File: config.mk
export PLATFORM = sky130hd
export DESIGN_NAME = exec_unit
export DESIGN_NICKNAME = d
export VERILOG_FILES = /design/src/rtl/exec_unit_pkg.sv /design/src/rtl/eu_regfile.sv /design/src/rtl/exec_unit.sv
export SDC_FILE = /design/constraint.sdc
export NUM_CORES = 1
export LEC_CHECK = 0
export BUFFER_PORTS_ARGS = -buffer_cell sky130_fd_sc_hd__buf_2
export CELL_PAD_IN_SITES_DETAIL_PLACEMENT = 0
export CELL_PAD_IN_SITES_GLOBAL_PLACEMENT = 1
export CORE_MARGIN = 3
export CORE_UTILIZATION = 44
export DETAILED_ROUTE_END_ITERATION = 12
export PLACE_DENSITY_LB_ADDON = 0.2
export SYNTH_ARGS = -nofsm -noshare
export SYNTH_HDL_FRONTEND = slang
export SYNTH_SLANG_ARGS = --single-unit
File: constraint.sdc
create_clock -name clk -period 4.2 [get_ports clk]
set_clock_uncertainty 0.2 [all_clocks]
set_input_delay 0.42 -clock clk [delete_from_list [all_inputs] [get_ports clk]]
set_output_delay 0.42 -clock clk [all_outputs]
set_load 0.01 [all_outputs]
File: src/rtl/exec_unit_pkg.sv
// Shared constants for the execution unit: opcodes, FSM state codes and flag bit positions.
package exec_unit_pkg;

    localparam logic [3:0] OP_ADD = 4'd0;
    localparam logic [3:0] OP_SUB = 4'd1;
    localparam logic [3:0] OP_AND = 4'd2;
    localparam logic [3:0] OP_OR  = 4'd3;
    localparam logic [3:0] OP_XOR = 4'd4;
    localparam logic [3:0] OP_NOT = 4'd5;
    localparam logic [3:0] OP_SHL = 4'd6;
    localparam logic [3:0] OP_SHR = 4'd7;
    localparam logic [3:0] OP_MOV = 4'd8;
    localparam logic [3:0] OP_CMP = 4'd9;

    typedef logic [2:0] state_t;
    localparam state_t ST_IDLE = 3'd0;
    localparam state_t ST_RD_A = 3'd1;
    localparam state_t ST_RD_B = 3'd2;
    localparam state_t ST_EXEC = 3'd3;
    localparam state_t ST_WB   = 3'd4;

    localparam int FLAG_Z = 0;
    localparam int FLAG_C = 1;
    localparam int FLAG_N = 2;
    localparam int FLAG_V = 3;

    function automatic logic is_reserved(input logic [3:0] op);
        if (op > OP_CMP) begin
            return 1'b1;
        end else begin
            return 1'b0;
        end
    endfunction

endpackage

File: src/rtl/eu_regfile.sv
// Register file: one synchronous write port, operand and debug combinational read ports.
module eu_regfile #(
    parameter int DW = 8,
    parameter int AW = 5
) (
    input  logic          clk,
    input  logic          rst,
    input  logic          we,
    input  logic [AW-1:0] waddr,
    input  logic [DW-1:0] wdata,
    input  logic [AW-1:0] raddr,
    output logic [DW-1:0] rdata,
    input  logic [AW-1:0] dbg_addr,
    output logic [DW-1:0] dbg_data
);

    localparam int DEPTH = 2 ** AW;

    logic [DW-1:0] mem_r [DEPTH];

    // storage write and synchronous clear
    always_ff @(posedge clk) begin
        if (rst) begin
            for (int i = 0; i < DEPTH; i++) begin
                mem_r[i] <= {DW{1'b0}};
            end
        end else if (we) begin
            mem_r[waddr] <= wdata;
        end
    end

    assign rdata    = mem_r[raddr];
    assign dbg_data = mem_r[dbg_addr];

endmodule

File: src/rtl/exec_unit.sv
// Multi-cycle execution unit: read A, read B (or immediate), execute, write back; host load and debug ports.
module exec_unit
    import exec_unit_pkg::*;
#(
    parameter int DW = 8,
    parameter int AW = 5
) (
    input  logic          clk,
    input  logic          rst,
    input  logic          start,
    input  logic [3:0]    opcode,
    input  logic          use_imm,
    input  logic [DW-1:0] number,
    input  logic [AW-1:0] addr1,
    input  logic [AW-1:0] addr2,
    input  logic [AW-1:0] addr3,
    input  logic          ld_en,
    input  logic [AW-1:0] ld_addr,
    input  logic [DW-1:0] ld_data,
    input  logic [AW-1:0] dbg_addr,
    output logic [DW-1:0] dbg_data,
    output logic          busy,
    output logic          done,
    output logic          err,
    output logic [DW-1:0] out1,
    output logic [3:0]    flag1
);

    state_t        state_r, state_nx_s;
    logic [3:0]    op_r;
    logic          imm_r;
    logic [DW-1:0] num_r, opa_r, opb_r, out1_r;
    logic [AW-1:0] a1_r, a2_r, a3_r;
    logic [3:0]    flag1_r;
    logic          busy_r, done_r, err_r;
    logic [AW-1:0] rd_addr_s, wr_addr_s;
    logic [DW-1:0] rd_data_s, wr_data_s;
    logic          wb_en_s, ld_ok_s, we_s;
    logic [DW+3:0] alu_s;

    // Returns {flags, result}; flags ordered {V,N,C,Z}.
    function automatic logic [DW+3:0] alu(input logic [3:0] op, input logic [DW-1:0] a,
                                          input logic [DW-1:0] b);
        logic [DW:0]   ext;
        logic [DW-1:0] r;
        logic [3:0]    f;
        logic          c, v;
        ext = {(DW+1){1'b0}};
        r   = a;
        c   = 1'b0;
        v   = 1'b0;
        case (op)
            OP_ADD: begin
                ext = {1'b0, a} + {1'b0, b};
                r   = ext[DW-1:0];
                c   = ext[DW];
                v   = (a[DW-1] == b[DW-1]) && (r[DW-1] != a[DW-1]);
            end
            OP_SUB, OP_CMP: begin
                ext = {1'b0, a} - {1'b0, b};
                r   = ext[DW-1:0];
                c   = ext[DW];
                v   = (a[DW-1] != b[DW-1]) && (r[DW-1] != a[DW-1]);
            end
            OP_AND: r = a & b;
            OP_OR:  r = a | b;
            OP_XOR: r = a ^ b;
            OP_NOT: r = ~a;
            OP_SHL: begin
                r = {a[DW-2:0], 1'b0};
                c = a[DW-1];
            end
            OP_SHR: begin
                r = {1'b0, a[DW-1:1]};
                c = a[0];
            end
            OP_MOV: r = b;
            default: r = a;
        endcase
        f         = 4'b0000;
        f[FLAG_Z] = (r == {DW{1'b0}});
        f[FLAG_N] = r[DW-1];
        f[FLAG_C] = c;
        f[FLAG_V] = v;
        return {f, r};
    endfunction

    // next-state decode
    always_comb begin
        state_nx_s = ST_IDLE;
        case (state_r)
            ST_IDLE: begin
                if (start) begin
                    state_nx_s = ST_RD_A;
                end else begin
                    state_nx_s = ST_IDLE;
                end
            end
            ST_RD_A: state_nx_s = ST_RD_B;
            ST_RD_B: state_nx_s = ST_EXEC;
            ST_EXEC: state_nx_s = ST_WB;
            ST_WB:   state_nx_s = ST_IDLE;
            default: state_nx_s = ST_IDLE;
        endcase
    end

    // register-file port muxing: write-back has priority, host load only when idle and not starting
    always_comb begin
        rd_addr_s = (state_r == ST_RD_A) ? a1_r : a2_r;
        wb_en_s   = (state_r == ST_WB) && (op_r != OP_CMP) && !is_reserved(op_r);
        ld_ok_s   = (state_r == ST_IDLE) && !start && ld_en;
        we_s      = wb_en_s || ld_ok_s;
        if (wb_en_s) begin
            wr_addr_s = a3_r;
            wr_data_s = out1_r;
        end else begin
            wr_addr_s = ld_addr;
            wr_data_s = ld_data;
        end
    end

    assign alu_s = alu(op_r, opa_r, opb_r);

    // sequencer, operand latches and result registers
    always_ff @(posedge clk) begin
        if (rst) begin
            state_r <= ST_IDLE;
            op_r    <= 4'd0;
            imm_r   <= 1'b0;
            num_r   <= {DW{1'b0}};
            a1_r    <= {AW{1'b0}};
            a2_r    <= {AW{1'b0}};
            a3_r    <= {AW{1'b0}};
            opa_r   <= {DW{1'b0}};
            opb_r   <= {DW{1'b0}};
            out1_r  <= {DW{1'b0}};
            flag1_r <= 4'd0;
            busy_r  <= 1'b0;
            done_r  <= 1'b0;
            err_r   <= 1'b0;
        end else begin
            state_r <= state_nx_s;
            busy_r  <= (state_nx_s != ST_IDLE);
            done_r  <= (state_r == ST_WB);
            err_r   <= (state_r == ST_WB) && is_reserved(op_r);
            case (state_r)
                ST_IDLE: begin
                    if (start) begin
                        op_r  <= opcode;
                        imm_r <= use_imm;
                        num_r <= number;
                        a1_r  <= addr1;
                        a2_r  <= addr2;
                        a3_r  <= addr3;
                    end
                end
                ST_RD_A: opa_r <= rd_data_s;
                ST_RD_B: opb_r <= imm_r ? num_r : rd_data_s;
                ST_EXEC: begin
                    if (!is_reserved(op_r)) begin
                        out1_r  <= alu_s[DW-1:0];
                        flag1_r <= alu_s[DW+3:DW];
                    end
                end
                default: ;
            endcase
        end
    end

    eu_regfile #(.DW(DW), .AW(AW)) u_regfile (
        .clk      (clk),
        .rst      (rst),
        .we       (we_s),
        .waddr    (wr_addr_s),
        .wdata    (wr_data_s),
        .raddr    (rd_addr_s),
        .rdata    (rd_data_s),
        .dbg_addr (dbg_addr),
        .dbg_data (dbg_data)
    );

    assign out1  = out1_r;
    assign flag1 = flag1_r;
    assign busy  = busy_r;
    assign done  = done_r;
    assign err   = err_r;

endmodule

==> results of run 1 <==
power by group through the flow:
stage          combinational [mW]  sequential, mW  clock (mW)
2_1_floorplan                1.28            3.68           0
4_1_cts                      1.85            3.71        3.61
3_5_place_dp                 1.83            3.78           0
3_3_place_gp                 1.83            3.77           0
6_report                     1.88            3.72        3.58
5_1_grt                      1.99            3.73        3.75
Yosys cell counts (3+ instances only):
cell / number
a211oi_1: 8
a21oi_1: 62
a21oi_2: 7
a221oi_1: 3
a221oi_2: 7
a22oi_1: 9
a31oi_1: 8
and2_1: 3
and3_1: 3
buf_1: 15
buf_2: 9
buf_4: 5
buf_6: 3
buf_8: 3
clkbuf_1: 85
dfxtp_1: 61
edfxtp_1: 256
ha_1: 24
inv_1: 49
mux2_2: 20
mux2i_1: 115
mux4_2: 106
nand2_1: 106
nand2b_1: 43
nand3_1: 44
nand3b_1: 20
nor2_1: 293
nor2b_1: 7
nor3_1: 24
nor3b_1: 8
nor4_1: 4
o2111ai_1: 30
o211ai_1: 22
o21ai_0: 9
o21ai_1: 3
o21bai_1: 4
o22ai_1: 4
o31ai_1: 5
or3_1: 5
or3b_2: 5
or4_1: 3
area by class of cell:
| cell class | count | area, um2 |
|---|---|---|
| Fill cell | 3476 | 19400 |
| Inverter | 49 | 184 |
| Multi-Input combinational cell | 1053 | 8370 |
| Clock buffer | 44 | 993 |
| Timing Repair Buffer | 146 | 1050 |
| Tap cell | 525 | 657 |
| Clock inverter | 23 | 349 |
| Sequential cell | 317 | 8910 |
| Antenna cell | 3 | 7.51 |
repair_timing:
item | CTS | global route
hold buffers | 28 | 0
endpoints found under the hold margin | 28 | 0
endpoints found under the setup margin | 0 | 0
through the flow:
stage / cells / util (%)
floorplan: 1540 / -
global placement: 2062 / 47.3
detailed placement: 2062 / 47.3
CTS: 2157 / 51.4
global route: 2158 / 51.4
finish: 2160 / 51.4
worst paths after layout:
check,cells after the start,slack (ns),to,start
min,3,0.07,busy,start
min reg2reg,2,0.25,flag1[3],flag1[3]
max,8,0.65,opb_r[6],state_r[0]
max reg2reg,8,0.65,opb_r[6],state_r[0]
sequential cells by signal (all words and copies together), names as in the netlist:
| name | cells |
|---|---|
| u_regfile.mem_r | 256 |
| opb_r | 8 |
| op_r | 4 |
| out1 | 7 |
| err | 1 |
| busy | 1 |
| a2_r | 5 |
| a1_r | 5 |
| num_r | 8 |
| opa_r | 8 |
| done | 1 |
| flag1 | 4 |
| a3_r | 5 |
| state_r | 3 |
| imm_r | 1 |
worst reg2reg max path: stages, from the launching register on:
cell and delay (ns):
dfxtp_1 0.51, nor3b_2 0.38, buf_4 0.48, mux2_2 0.63
nand2_1 0.30, o2111ai_1 0.35, a21oi_2 0.29, nand3b_1 0.12
a221oi_2 0.21
kinds of logic after synthesis:
logic type / synth area share (%)
and+or+nand+nor: 14.6
buffers and inverters: 4.15
adders and majority gates: 1.90
xor gates and xnor gates: 0.0490
muxes: 21.1
DFF: 49.9
AOI/OAI and AO/OA: 8.40
layer usage:
layer  vias to the layer above  track usage, %  routed length, um
met5                         -               0                 27
met4                         4            9.90               2140
met3                       106            7.47               6220
met2                       678            40.0              26000
met1                      6647            36.5              23800
li1                       5894               -                  -
==> reports/metrics.cfg, run 1 <==
[pwr]
p_seq_share_pct=40.5
p_leak_nw=7.82
switching_share_pct=28.9
power.switching_mw=2.65
irDropWorstVdd_uv=262
power.internal_mw=6.53
comb_power_share_pct=20.4
power_density_mw_per_mm2=447
finalPower_mw=9.17
clkPwrFrac_pct=39.0

[die]
core-area_mm2=0.0399
rows=73
top_level_ports=73
die_h_um=208
start_util_pct=44.8
die_area_mm2=0.0431
die_x_um=208

[worst_setup_path]
cp_top_family=compound AO/OA/AOI/OAI gates
max_stage_delay_ns=0.61
path_buf_inv=1
crit_arrival_ns=3.80
cp_slowest_cell=mux2_2
crit_fanout=35
crit_type=flip-flop to flip-flop
start_kind=flip-flop
required_ns=4.45
crit_chain=nor3b_2 > buf_4 > mux2_2 > nand2_1 > o2111ai_1 > a21oi_2 > nand3b_1 > a221oi_2
end_kind=flip-flop

[global_route]
grt_overflow=0
grt_max_degree=51
grt_pass1_vias=12954
antenna_found_initial=5
grtUsageTotal_pct=26.5
grt_first_pass_wirelength_um=85700

[sta]
postLayoutSetupSlackWorst_ns=0.652
fmax_ghz=0.282
tightest_slew_ns=1.20
drv_slew=0
hold_viol_final=0
rsz0062_at_grt=no
finalCriticalPeriod_ns=3.55
report.final.setup_viol=0
timing.hold.ws_ns=0.0699
fin_crit_sh_pct=84.5
max_slew_margin_pct=19.2
timing.setup.tns_ns=0

[run_status]
status=finished clean

[yosys]
syn_area_per_cell_um2=11.6
synth_area_leader_cell=edfxtp_1
synth_cells=1540
synth-edff-count=256
seq_area_frac_synth_pct=49.9
yosys_register_bits=317
async_flop_share_pct=0
yosys.area.top_type_share_pct=43.0
synthFlopType=edfxtp_1
yosysWarnings=0
synth_area_mm2=0.0179
syn-num-nets=1616
yosysUniqueCellTypes=70
yosys-top-cells-area=edfxtp_1 (43%), mux4_2 (13%), dfxtp_1 (6.8%)

[route]
vias=13329
drc=0
routed_via_density=6.17
wl_per_cell_um=27.0
dr.pass1.iters=5
wl_um=58200
drtIter0Drc=1560
ant_nets=0

[cells_and_area]
final_nets=1680
area_delta_synth_final_pct=14.8
design_area_mm2=0.0205
mostFrequentLayoutCell=nor2_1
drive_above_1_share_pct=20.8
layout_common_cells=nor2_1 (293), edfxtp_1 (256), mux4_2 (106), nand2_1 (106), mux2i_1 (105)

[clock_tree]
cts.path.max_buffers=3
cts-root-buf=clkbuf_16
clock_latency_ns=0.55
postCtsSetupBuffers=0
htreeDepth=2
cts.repair.resized=0
cts_tree=built
clkTransAtPathRegs_ns=0.06
cts_num_sinks=317
cts_buffers=37

[placement]
gp_congestion=0.960
pre_cts_slack_ns=0.720
hpwl_um=41400
numPortBuffers=72
place_area_mm2=0.0189

[run]
max-cap-violations=0

[min_path]
hp-class=input pin to flip-flop

Note: power is estimated with default switching activity, not from simulation.
==> inputs of run 2 (changes only) <==
==> constraint.sdc (replaced) <==
create_clock -name clk -period 3.2 [get_ports clk]
set_clock_uncertainty 0.2 [all_clocks]
set_input_delay 0.32 -clock clk [delete_from_list [all_inputs] [get_ports clk]]
set_output_delay 0.32 -clock clk [all_outputs]
set_load 0.01 [all_outputs]
==> run 2 against run 1 <==
Against the previous run: total power up 27%; sequential power grew 30%; die area unchanged; highest routed layer unchanged; first-iteration DRC count grew 0.45%; utilization increased by 0.89 points; critical endpoint is now dbg_data[2]; hold slack improved by 0.19 ns.
==> reports/metrics.cfg, run 2 (same netlist as run 1, synthesis figures left out) <==
[placement]
hpwl_um=41000
gp_congestion=0.933
numPortBuffers=72
placed_cells=2116
pre_cts_slack_ns=0.0570
place_area_mm2=0.0193

[clock_tree]
cts-root-buf=clkbuf_16
htreeDepth=2
clock_latency_ns=0.56
cts_num_sinks=317
cts_buffers=37
clkTransAtPathRegs_ns=0.06
cts_tree=built
cts.path.max_buffers=3

[sta]
finalCriticalPeriod_ns=3.09
max_slew_margin_pct=45.3
postLayoutSetupSlackWorst_ns=0.108
hold_viol_final=0
tightest_slew_ns=0.821
fin_crit_sh_pct=96.6
timing.setup.tns_ns=0
rsz0062_at_grt=no
drv_slew=0
timing.hold.ws_ns=0.260
fmax_ghz=0.323
report.final.setup_viol=0

[worst_setup_path]
path_buf_inv=1
crit_fanout=2
max_stage_delay_ns=0.56
start_kind=flip-flop
crit_type=flip-flop to output port
required_ns=2.68
crit_chain=mux4_2 > mux4_2 > mux2_2 > buf_2
crit_arrival_ns=2.57
cp_top_family=multiplexers
cp_slowest_cell=mux4_2
end_kind=output port
cp_common_cell=mux4_2

[route]
drtIter0Drc=1567
wl_um=58700
ant_nets=0
routed_via_density=6.09
vias=13485
dr.pass1.iters=6
wl_per_cell_um=26.5
drc=0

[global_route]
antenna_found_initial=4
grtUsageTotal_pct=26.1
grt_max_degree=67
grt_pass1_vias=12921
grt_overflow=0
grt_first_pass_wirelength_um=84000

[die]
die_area_mm2=0.0431
top_level_ports=73
rows=73
core-area_mm2=0.0399
die_x_um=208
die_h_um=208
start_util_pct=44.8

[cells_and_area]
drive_above_1_share_pct=23.2
fin_cells=2216
n_antenna_cell=0
mostFrequentLayoutCell=nor2_1
fillCellCount=3471
area_delta_synth_final_pct=16.8
final_nets=1740
design_area_mm2=0.0209
layout_common_cells=nor2_1 (293), edfxtp_1 (256), mux4_2 (106), nand2_1 (106), mux2i_1 (105)
largest_reg_flops=256
top_register=u_regfile.mem_r
finish.utilization_pct=52.3

[min_path]
hp-class=flip-flop to flip-flop

[run]
max-cap-violations=0

[pwr]
clkPwrFrac_pct=35.5
p_leak_nw=8.05
p_seq_share_pct=41.6
finalPower_mw=11.6
power.switching_mw=3.51
power.internal_mw=8.11
power_density_mw_per_mm2=557
irDropWorstVdd_uv=376
comb_power_share_pct=22.9
switching_share_pct=30.2

[run_status]
status=finished clean

==> run 2: path summary, 6_finish.rpt <==
kind	end	slack (ns)	from	cells past startpoint
min	flag1[0]	0.26	flag1[0]	2
max	dbg_data[2]	0.11	u_regfile.mem_r[7][2]	4
max reg2reg	opa_r[2]	0.12	state_r[1]	9
min reg2reg	flag1[0]	0.26	flag1[0]	2
==> run 2: per-layer routing <==
layer	up-vias	wire length (um)	GRT usage [%]
met1	6773	24300	35.7
met2	608	27500	41.5
met5	-	26	0
met4	4	1500	7.54
met3	94	5320	6.35
li1	6006	-	-
==> run 2: power groups by stage <==
| stage | clock [mW] | sequential [mW] | combinational (mW) |
|---|---|---|---|
| global route | 4.34 | 4.85 | 2.82 |
| CTS | 4.20 | 4.83 | 2.58 |
| finish | 4.13 | 4.83 | 2.66 |
| global placement | 0 | 4.91 | 2.53 |
| floorplan | 0 | 4.83 | 1.68 |
| detailed placement | 0 | 4.91 | 2.54 |
==> run 2: timing repair <==
| action | 4_1_cts | 5_1_grt |
|---|---|---|
| setup endpoints to repair | 0 | 2 |
| hold buffers | 30 | 0 |
| gates resized for setup | 0 | 3 |
| endpoints found under the hold margin | 30 | 0 |
| buffers inserted | 0 | 1 |
==> run 2: cell type report <==
class | instances | area [um2] | area share [%]
tap | 525 | 657 | 3.15
inverter | 49 | 184 | 0.881
sequential | 317 | 8910 | 42.7
multi-input combinational | 1053 | 8380 | 40.1
clock buffer | 45 | 956 | 4.58
clock inverter | 21 | 203 | 0.971
timing repair buffer | 206 | 1590 | 7.62
==> run 2: worst register-to-register path: cells and delay by family (launching register included) <==
family / cells / cell delay (ns)
AO/OA/AOI/OAI: 2 / 0.41
multiplexers: 3 / 1.11
AND/OR/NAND/NOR: 2 / 0.35
buffers and inverters: 2 / 0.60
flip-flops: 1 / 0.32
